--- src/rtl/uart_pkg.sv ---
// Shared UART definitions: FSM state encoding, default link constants and the
// bit-period divider calculation used by both transmitter and receiver.
package uart_pkg;

    typedef enum logic [2:0] {
        IDLE,
        START,
        DATA,
        PARITY,
        STOP,
        WAIT_REL
    } uart_state_t;

    localparam int DEFAULT_CLK_FREQ  = 100_000_000;
    localparam int DEFAULT_BAUD_RATE = 19_200;

    // Clock cycles per serial bit, truncated.
    function automatic int calcBitDiv(input int clkFreq, input int baudRate);
        return clkFreq / baudRate;
    endfunction

endpackage

--- src/rtl/baud_tick.sv ---
// Bit-period timer: one-cycle tick every DIV enabled cycles. clr reloads the
// count with OFFSET (a receiver uses a half period to land mid-bit).
module baud_tick #(
    parameter int DIV    = 10,
    parameter int OFFSET = 0
) (
    input  logic clk,
    input  logic rst_n,
    input  logic en,
    input  logic clr,
    output logic tick
);

    localparam int CNT_W = (DIV > 1) ? $clog2(DIV) : 1;
    localparam logic [CNT_W-1:0] LAST     = CNT_W'(DIV - 1);
    localparam logic [CNT_W-1:0] LOAD_VAL = CNT_W'(OFFSET);

    logic [CNT_W-1:0] count;

    always_ff @(posedge clk or negedge rst_n) begin
        if (!rst_n) begin
            count <= '0;
        end else if (!en) begin
            count <= '0;
        end else if (clr) begin
            count <= LOAD_VAL;
        end else if (count == LAST) begin
            count <= '0;
        end else begin
            count <= count + 1'b1;
        end
    end

    assign tick = en && !clr && (count == LAST);

endmodule

--- src/rtl/uart_tx.sv ---
// UART transmitter: start bit, DATA_BITS data bits LSB-first, stop bit.
// Define UART_TX_PARITY_EN to insert an even parity bit before the stop bit.
module uart_tx
    import uart_pkg::*;
#(
    parameter int CLK_FREQ  = DEFAULT_CLK_FREQ,
    parameter int BAUD_RATE = DEFAULT_BAUD_RATE,
    parameter int DATA_BITS = 8
) (
    input  logic                 clk,
    input  logic                 rst_n,
    input  logic                 send,
    input  logic [DATA_BITS-1:0] din,
    output logic                 tx,
    output logic                 busy
);

    localparam int BIT_DIV = calcBitDiv(CLK_FREQ, BAUD_RATE);
    localparam int IDX_W   = (DATA_BITS > 1) ? $clog2(DATA_BITS) : 1;
    localparam logic [IDX_W-1:0] LAST_IDX = IDX_W'(DATA_BITS - 1);

    // Handshake: send is a level request; it is accepted on a rising edge in
    // IDLE (busy rises on that edge), and the FSM re-arms only after send has
    // been seen low once the frame is complete, so a held request sends once.
    uart_state_t          state;
    logic [DATA_BITS-1:0] shiftReg;
    logic [IDX_W-1:0]     bitIdx;
    logic                 bitDone;
    logic                 accept;
    logic                 running;
`ifdef UART_TX_PARITY_EN
    logic                 parityBit;
`endif

    assign accept  = (state == IDLE) && send;
    assign running = (state == START) || (state == DATA) ||
                     (state == PARITY) || (state == STOP);

    baud_tick #(
        .DIV    (BIT_DIV),
        .OFFSET (0)
    ) baudGen (
        .clk   (clk),
        .rst_n (rst_n),
        .en    (running || accept),
        .clr   (accept),
        .tick  (bitDone)
    );

    always_ff @(posedge clk or negedge rst_n) begin
        if (!rst_n) begin
            state    <= IDLE;
            tx       <= 1'b1;
            busy     <= 1'b0;
            shiftReg <= '0;
            bitIdx   <= '0;
`ifdef UART_TX_PARITY_EN
            parityBit <= 1'b0;
`endif
        end else begin
            unique case (state)
                IDLE: begin
                    if (send) begin
                        shiftReg <= din;
`ifdef UART_TX_PARITY_EN
                        parityBit <= ^din;
`endif
                        tx    <= 1'b0;
                        busy  <= 1'b1;
                        state <= START;
                    end else begin
                        tx   <= 1'b1;
                        busy <= 1'b0;
                    end
                end
                START: begin
                    if (bitDone) begin
                        tx       <= shiftReg[0];
                        shiftReg <= shiftReg >> 1;
                        bitIdx   <= '0;
                        state    <= DATA;
                    end
                end
                DATA: begin
                    if (bitDone) begin
                        if (bitIdx == LAST_IDX) begin
`ifdef UART_TX_PARITY_EN
                            tx    <= parityBit;
                            state <= PARITY;
`else
                            tx    <= 1'b1;
                            state <= STOP;
`endif
                        end else begin
                            // Shifting keeps the next bit at shiftReg[0].
                            tx       <= shiftReg[0];
                            shiftReg <= shiftReg >> 1;
                            bitIdx   <= bitIdx + 1'b1;
                        end
                    end
                end
`ifdef UART_TX_PARITY_EN
                PARITY: begin
                    if (bitDone) begin
                        tx    <= 1'b1;
                        state <= STOP;
                    end
                end
`endif
                STOP: begin
                    if (bitDone) begin
                        state <= WAIT_REL;
                    end
                end
                WAIT_REL: begin
                    if (!send) begin
                        busy  <= 1'b0;
                        state <= IDLE;
                    end
                end
                default: begin
                    tx    <= 1'b1;
                    busy  <= 1'b0;
                    state <= IDLE;
                end
            endcase
        end
    end

endmodule

--- config.mk ---
export PLATFORM = sky130hd
export DESIGN_NAME = uart_tx
export DESIGN_NICKNAME = d
export VERILOG_FILES = /design/src/rtl/uart_pkg.sv /design/src/rtl/baud_tick.sv /design/src/rtl/uart_tx.sv
export SDC_FILE = /design/constraint.sdc
export NUM_CORES = 1
export LEC_CHECK = 0
export CAP_MARGIN = 30
export CELL_PAD_IN_SITES_DETAIL_PLACEMENT = 1
export CELL_PAD_IN_SITES_GLOBAL_PLACEMENT = 1
export CORE_ASPECT_RATIO = 1.25
export CORE_MARGIN = 2
export CORE_UTILIZATION = 47
export CTS_BUF_LIST = sky130_fd_sc_hd__clkbuf_4 sky130_fd_sc_hd__clkbuf_8
export CTS_CLUSTER_DIAMETER = 40
export CTS_CLUSTER_SIZE = 10
export DETAILED_ROUTE_END_ITERATION = 8
export GPL_ROUTABILITY_DRIVEN = 0
export HOLD_SLACK_MARGIN = 0.02
export PLACE_DENSITY = 0.88
export SLEW_MARGIN = 20
export SYNTH_ARGS = -nofsm -noshare
export SYNTH_HDL_FRONTEND = slang
export SYNTH_HIERARCHICAL = 1
export SYNTH_SLANG_ARGS = --single-unit
--- constraint.sdc ---
create_clock -name clk -period 3.45 [get_ports clk]
set_clock_uncertainty 0.2 [all_clocks]
set_input_delay 0.5175 -clock clk [delete_from_list [all_inputs] [get_ports clk]]
set_output_delay 0.5175 -clock clk [all_outputs]
set_load 0.005 [all_outputs]
Yosys cells after proc, flatten, opt, wreduce, memory -nomap -nowiden --
Cells that the tools add are included.
Word-level totals: output and inout bits 2, word-level logic and storage cells 69, register bits 29, input port bits 11
Operators by class: mux-type cells 27, equality and inequality tests 14, bitwise logic cells 2, reductions and logical operators 18, $add $sub $neg 2
Operators with widths (count):
- 13-bit two-way mux | 3
- 8-bit two-way mux | 4
- 3-bit two-way mux | 9
- 8-bit case mux with 3 select lines | 1
- 3-bit case mux with 5 select lines | 1
- 13-bit by 1-bit adder with 13-bit output (second input constant) | 1
- 13-bit equality test (second input constant) | 1
- 3-bit equality test (second input constant) | 3
- 2-bit by 1-bit != test with 1-bit output (second input constant) | 4
- 3-bit by 2-bit equality test with 1-bit output (second input constant) | 2
- 1-bit two-way mux | 6
- 2-bit != test (second input constant) | 3
- 3-bit case mux with 2 select lines | 1
- 6-bit AND reduction | 1
- 5-bit AND reduction | 1
- 1-bit logical OR | 4
- 1-bit case mux with 4 select lines | 1
- 4-bit AND reduction | 1
- 3-bit by 1-bit adder with 3-bit output (second input constant) | 1
- 3-bit by 1-bit equality test with 1-bit output (second input constant) | 1
- 1-bit logical AND | 3
- 3-bit zero test | 1
- 1-bit case mux with 3 select lines | 1
- 3-bit AND reduction | 1
- other kinds (7) | 8

Depth between registers and ports, before layout --
depth after elaboration 9, depth in mapped cells 11, mapped depth without buffers 8

Cells and area by module --
Netlist, hierarchy kept.
Modules (own cells, without submodules):
- uart_tx | area each 937.1 um2, cells an instance 97, instances 1, seq. area each 401.6 um2
- baud_tick | area each 706.9 um2, cells an instance 69, instances 1, seq. area each 325.3 um2

Worst setup path before layout --
No wires, ideal clock.
path type flip-flop to flip-flop, from reg state[2], to reg shiftReg[5], setup slack 0.822 ns, buffers on the path 3, setup time 0.073 ns, data arrival time 2.355 ns, cell stages (with the launch flop) 12, cells stage by stage dfrtp_1 clkbuf_1 nor2_1 mux2i_1 nand2b_1 nor4_1 clkbuf_1 nand3b_1 a31oi_4 buf_6 nor2_1 a21oi_2
Between the ends: longest elaborated chain between the ends 9, elaborated cells between the ends (all ways) 20
RTL lines:
- start, declared | RTL line uart_tx.sv:25 | uart_state_t state;
- start signal, assigned | RTL line uart_tx.sv:52 | state <= IDLE;
- start signal, assigned | RTL line uart_tx.sv:70 | state <= START;
- start signal, assigned | RTL line uart_tx.sv:81 | state <= DATA;
- 3-bit by 1-bit equality test with 1-bit output / 3-bit by 2-bit equality test with 1-bit output (equally long branches) | RTL line uart_tx.sv:36 | assign running = (state == START) || (state == DATA) ||
- 1-bit logical OR (2 in series) | RTL line uart_tx.sv:36
- 1-bit logical OR | RTL line uart_tx.sv:37 | (state == PARITY) || (state == STOP);
- 1-bit logical OR | RTL line uart_tx.sv:45 | .en (running || accept),
- 1-bit logical AND * (2 in series) | RTL line baud_tick.sv:34 | assign tick = en && !clr && (count == LAST);
- via bitDone | RTL line uart_tx.sv:28 | logic bitDone;
- 2-bit by 1-bit != test with 1-bit output (no source line)
- 5-bit AND reduction (no source line) *
- end signal, assigned | RTL line uart_tx.sv:64 | shiftReg <= din;
- end signal, assigned | RTL line uart_tx.sv:79 | shiftReg <= shiftReg >> 1;
- end signal, assigned | RTL line uart_tx.sv:97 | shiftReg <= shiftReg >> 1;
- end, declared | RTL line uart_tx.sv:26 | logic [DATA_BITS-1:0] shiftReg;
Mark *: on every way through the listed nets, which the timed path passes. The rest lies on a longest branch. A chain may end at the register's enable or synchronous reset.

Worst setup path after layout --
from in send, to reg shiftReg[7]
Between the ends: longest elaborated chain between the ends 6, elaborated cells between the ends (all ways) 9
RTL lines:
- start, declared | RTL line uart_tx.sv:12 | input logic send,
- 1-bit logical AND * | RTL line uart_tx.sv:35 | assign accept = (state == IDLE) && send;
- 1-bit logical OR / 1-bit zero test (equally long branches) | RTL line uart_tx.sv:45, baud_tick.sv:34
- 1-bit logical AND * (2 in series) | RTL line baud_tick.sv:34
- via bitDone | RTL line uart_tx.sv:28
- 2-bit by 1-bit != test with 1-bit output (no source line)
- 5-bit AND reduction (no source line) *
Marks and branches as above.

==> out/results.ini <==
[final_layout]
design_area_sq_mm = 0.00191
final_cell_mix = dfrtp_1, a21oi_1, nor2_1, clkdlybuf4s50_1, mux2i_1
nets = 194
final_cells = 220
diodes = 0
layout_commonest_cell = dfrtp_1
final_util = 0.558
drive_gt1_frac = 0.122
areaGrowthSynthToFinish_pct = 16.3

[placement]
place.detailed.hpwl_mm = 2.73
placed_cells = 212
portBuffers = 12
dpl-instance-area_sq_mm = 0.00179

[clock_tree]
cts-root-buf = clkbuf_8
clock_path_buffers = 2
cts_hold_buf = 0
post-cts-setup-buffers = 0
path_clk_slew_ps = 70
cts_buffers = 5
cts.sinks = 29
cts_tree = yes
htree_levels = 2
clock_latency_ps = 280
post_cts_resize_count = 0

[worst_setup_path]
regToRegSetupSlack_ps = 660
r2r_end = shiftReg[7]$_DFFE_PN0P_
startpoint_type = input pin
worstPathMaxFanout = 16
required_ps = 3440
arrival_ps = 2850
crit_type = in2reg
reg2reg_from = state[0]$_DFFE_PN0P_
worst_setup_path_end_kind = flip-flop
ff2ff_path_depth = 9

[worst_hold_path]
hold_end = shiftReg[5]$_DFFE_PN0P_
hold_depth = 2
min_from = shiftReg[5]$_DFFE_PN0P_
hp-class = reg2reg

[logic_synthesis]
synth_ff_type = dfrtp_1
yosys-top-cells-area = dfrtp_1, mux2i_1, a21oi_1
seq_area_frac_synth = 0.442
syn_area_sq_mm = 0.00164
yosysTopAreaCell = dfrtp_1
ys_types = 45
synth_cells = 166
ys_warn_count = 6
synth_edf_count = 0
synth_seq_cells = 29
syn-num-nets = 180
synth.avg_cell_area_sq_um = 9.90
async_flop_share = 1.00
synth_top_area_share = 0.426

[power]
clock_power_share = 0.359
vdd_drop_max_mv = 0.395
p_per_area_mw_per_mm2 = 540
p_int_mw = 0.737
swShare = 0.286
p_leak_nw = 0.773
p_sw_mw = 0.295
sequentialPowerShare = 0.462
power_frac_comb = 0.179

[die]
coreArea_sq_mm = 0.00342
die_h_microns = 70.1
initial_core_util = 0.480
ios = 13
row_count = 24
die_x_microns = 56.9
die-area_sq_mm = 0.00399

[route]
vias = 1349
first_pass_iters = 4
drc = 0
ant_nets = 0
first_iter_violations = 43
wl_mm = 3.80
viasPerCell = 6.13
wl_per_cell_microns = 17.3

[global_route]
grt_overflow = 0
antenna_found_initial = 0
grt_usage = 0.209
grt_pass1_vias = 1448
grt_max_degree = 30
grt_pass1_wl_mm = 6.51

[sta]
hold_slack_ps = 332
fmax_mhz = 349
period_minus_slack_ps = 2860
rsz0062_at_grt = no
setup_tns_ps = 0
tightest_slew_ps = 800
finalMaxSlewViolations = 0
setup_viol = 0
hold_violations = 0
slew_headroom = 0.464
period_share = 0.830

[status]
status = complete, no violations

[run]
max-cap-violations = 0

[per-stage QoR]
stage | total power [mW] | setup slack [ps]
2_1_floorplan | 0.593 | 822
3_3_place_gp | 0.649 | 528
6_report | 1.03 | 588
3_5_place_dp | 0.670 | 286
5_1_grt | 1.09 | 387
4_1_cts | 1.05 | 581
[area by class of cell]
| type | count | area [sq um] |
|---|---|---|
| Clock inverter | 2 | 37.5 |
| Timing Repair Buffer | 15 | 143 |
| Fill cell | 396 | 1510 |
| Tap cell | 39 | 48.8 |
| Sequential cell | 29 | 727 |
| Multi-Input combinational cell | 122 | 847 |
| Inverter | 7 | 26.3 |
| Clock buffer | 6 | 82.6 |
[cell families (layout without fill, tap and decap cells)]
| group | count (synthesis) | count (layout) | synth area share |
|---|---|---|---|
| compound gates | 44 | 44 | 0.186 |
| xor+xnor | 4 | 4 | 0.0213 |
| fa+ha+maj | 3 | 3 | 0.0228 |
| buf+inv | 15 | 30 | 0.0426 |
| flops | 29 | 29 | 0.442 |
| mux | 9 | 9 | 0.0548 |
| simple gates | 62 | 62 | 0.230 |
[registers in the layout (all words and copies together) (netlist names)]
name and flops:
bitIdx 3, shiftReg 8, baudGen/count 13, state 3, tx 1, busy 1
[power by group through the flow]
stage                     registers [mW]  clock network, mW  logic [mW]
after floorplan                    0.461                  0       0.132
after global placement             0.477                  0       0.173
after detailed placement           0.483                  0       0.186
after CTS                          0.477              0.380       0.189
after global routing               0.487              0.391       0.207
final                              0.477              0.370       0.185
[critical path, cell delays in order]
cell and delay, ps:
clkdlybuf4s50_1 600, nor2_1 70, mux2i_1 170, nand2b_1 90, nor4_1 310, buf_4 220
nand3b_1 160, a31oi_4 470, nand3b_1 120, o21ai_0 110
[per-layer routing]
| layer | up-vias | part of all wire | global-route usage |
|---|---|---|---|
| met3 | 6 | 0.027 | 0.0556 |
| met2 | 15 | 0.57 | 0.384 |
| met4 | 0 | 0.012 | 0.0801 |
| met1 | 675 | 0.39 | 0.222 |
| li1 | 653 | - | - |
| met5 | - | 0 | 0 |
[cells in the mapped netlist (2+ instances only)]
| cell type | n |
|---|---|
| nor3b_1 | 3 |
| xnor2_1 | 3 |
| and4_1 | 2 |
| nor4_1 | 3 |
| nand4_1 | 3 |
| a21oi_1 | 16 |
| a21oi_2 | 2 |
| o32a_1 | 2 |
| or4_1 | 2 |
| nand3_1 | 6 |
| clkbuf_1 | 4 |
| a211oi_2 | 2 |
| o31ai_1 | 2 |
| buf_2 | 2 |
| ha_1 | 3 |
| nor3_1 | 7 |
| or3_1 | 4 |
| nand3b_1 | 2 |
| a211oi_1 | 5 |
| nand4bb_1 | 2 |
| dfrtp_1 | 28 |
| nand2_1 | 6 |
| mux2i_1 | 9 |
| inv_1 | 7 |
| nor2_1 | 13 |
| o2bb2ai_1 | 3 |
| o21ai_0 | 7 |
[how the worst max path moves through the flow]
stage,end,cells after the start,from
finish,shiftReg[7]$_DFFE_PN0P_,10,send
global route,shiftReg[7]$_DFFE_PN0P_,10,send
CTS,shiftReg[7]$_DFFE_PN0P_,10,send
detailed placement,shiftReg[7]$_DFFE_PN0P_,10,send
global placement,shiftReg[0]$_DFFE_PN0P_,10,send
floorplan,shiftReg[5]$_DFFE_PN0P_,11,state[2]$_DFFE_PN0P_
Note: power is estimated with default switching activity, not from simulation.
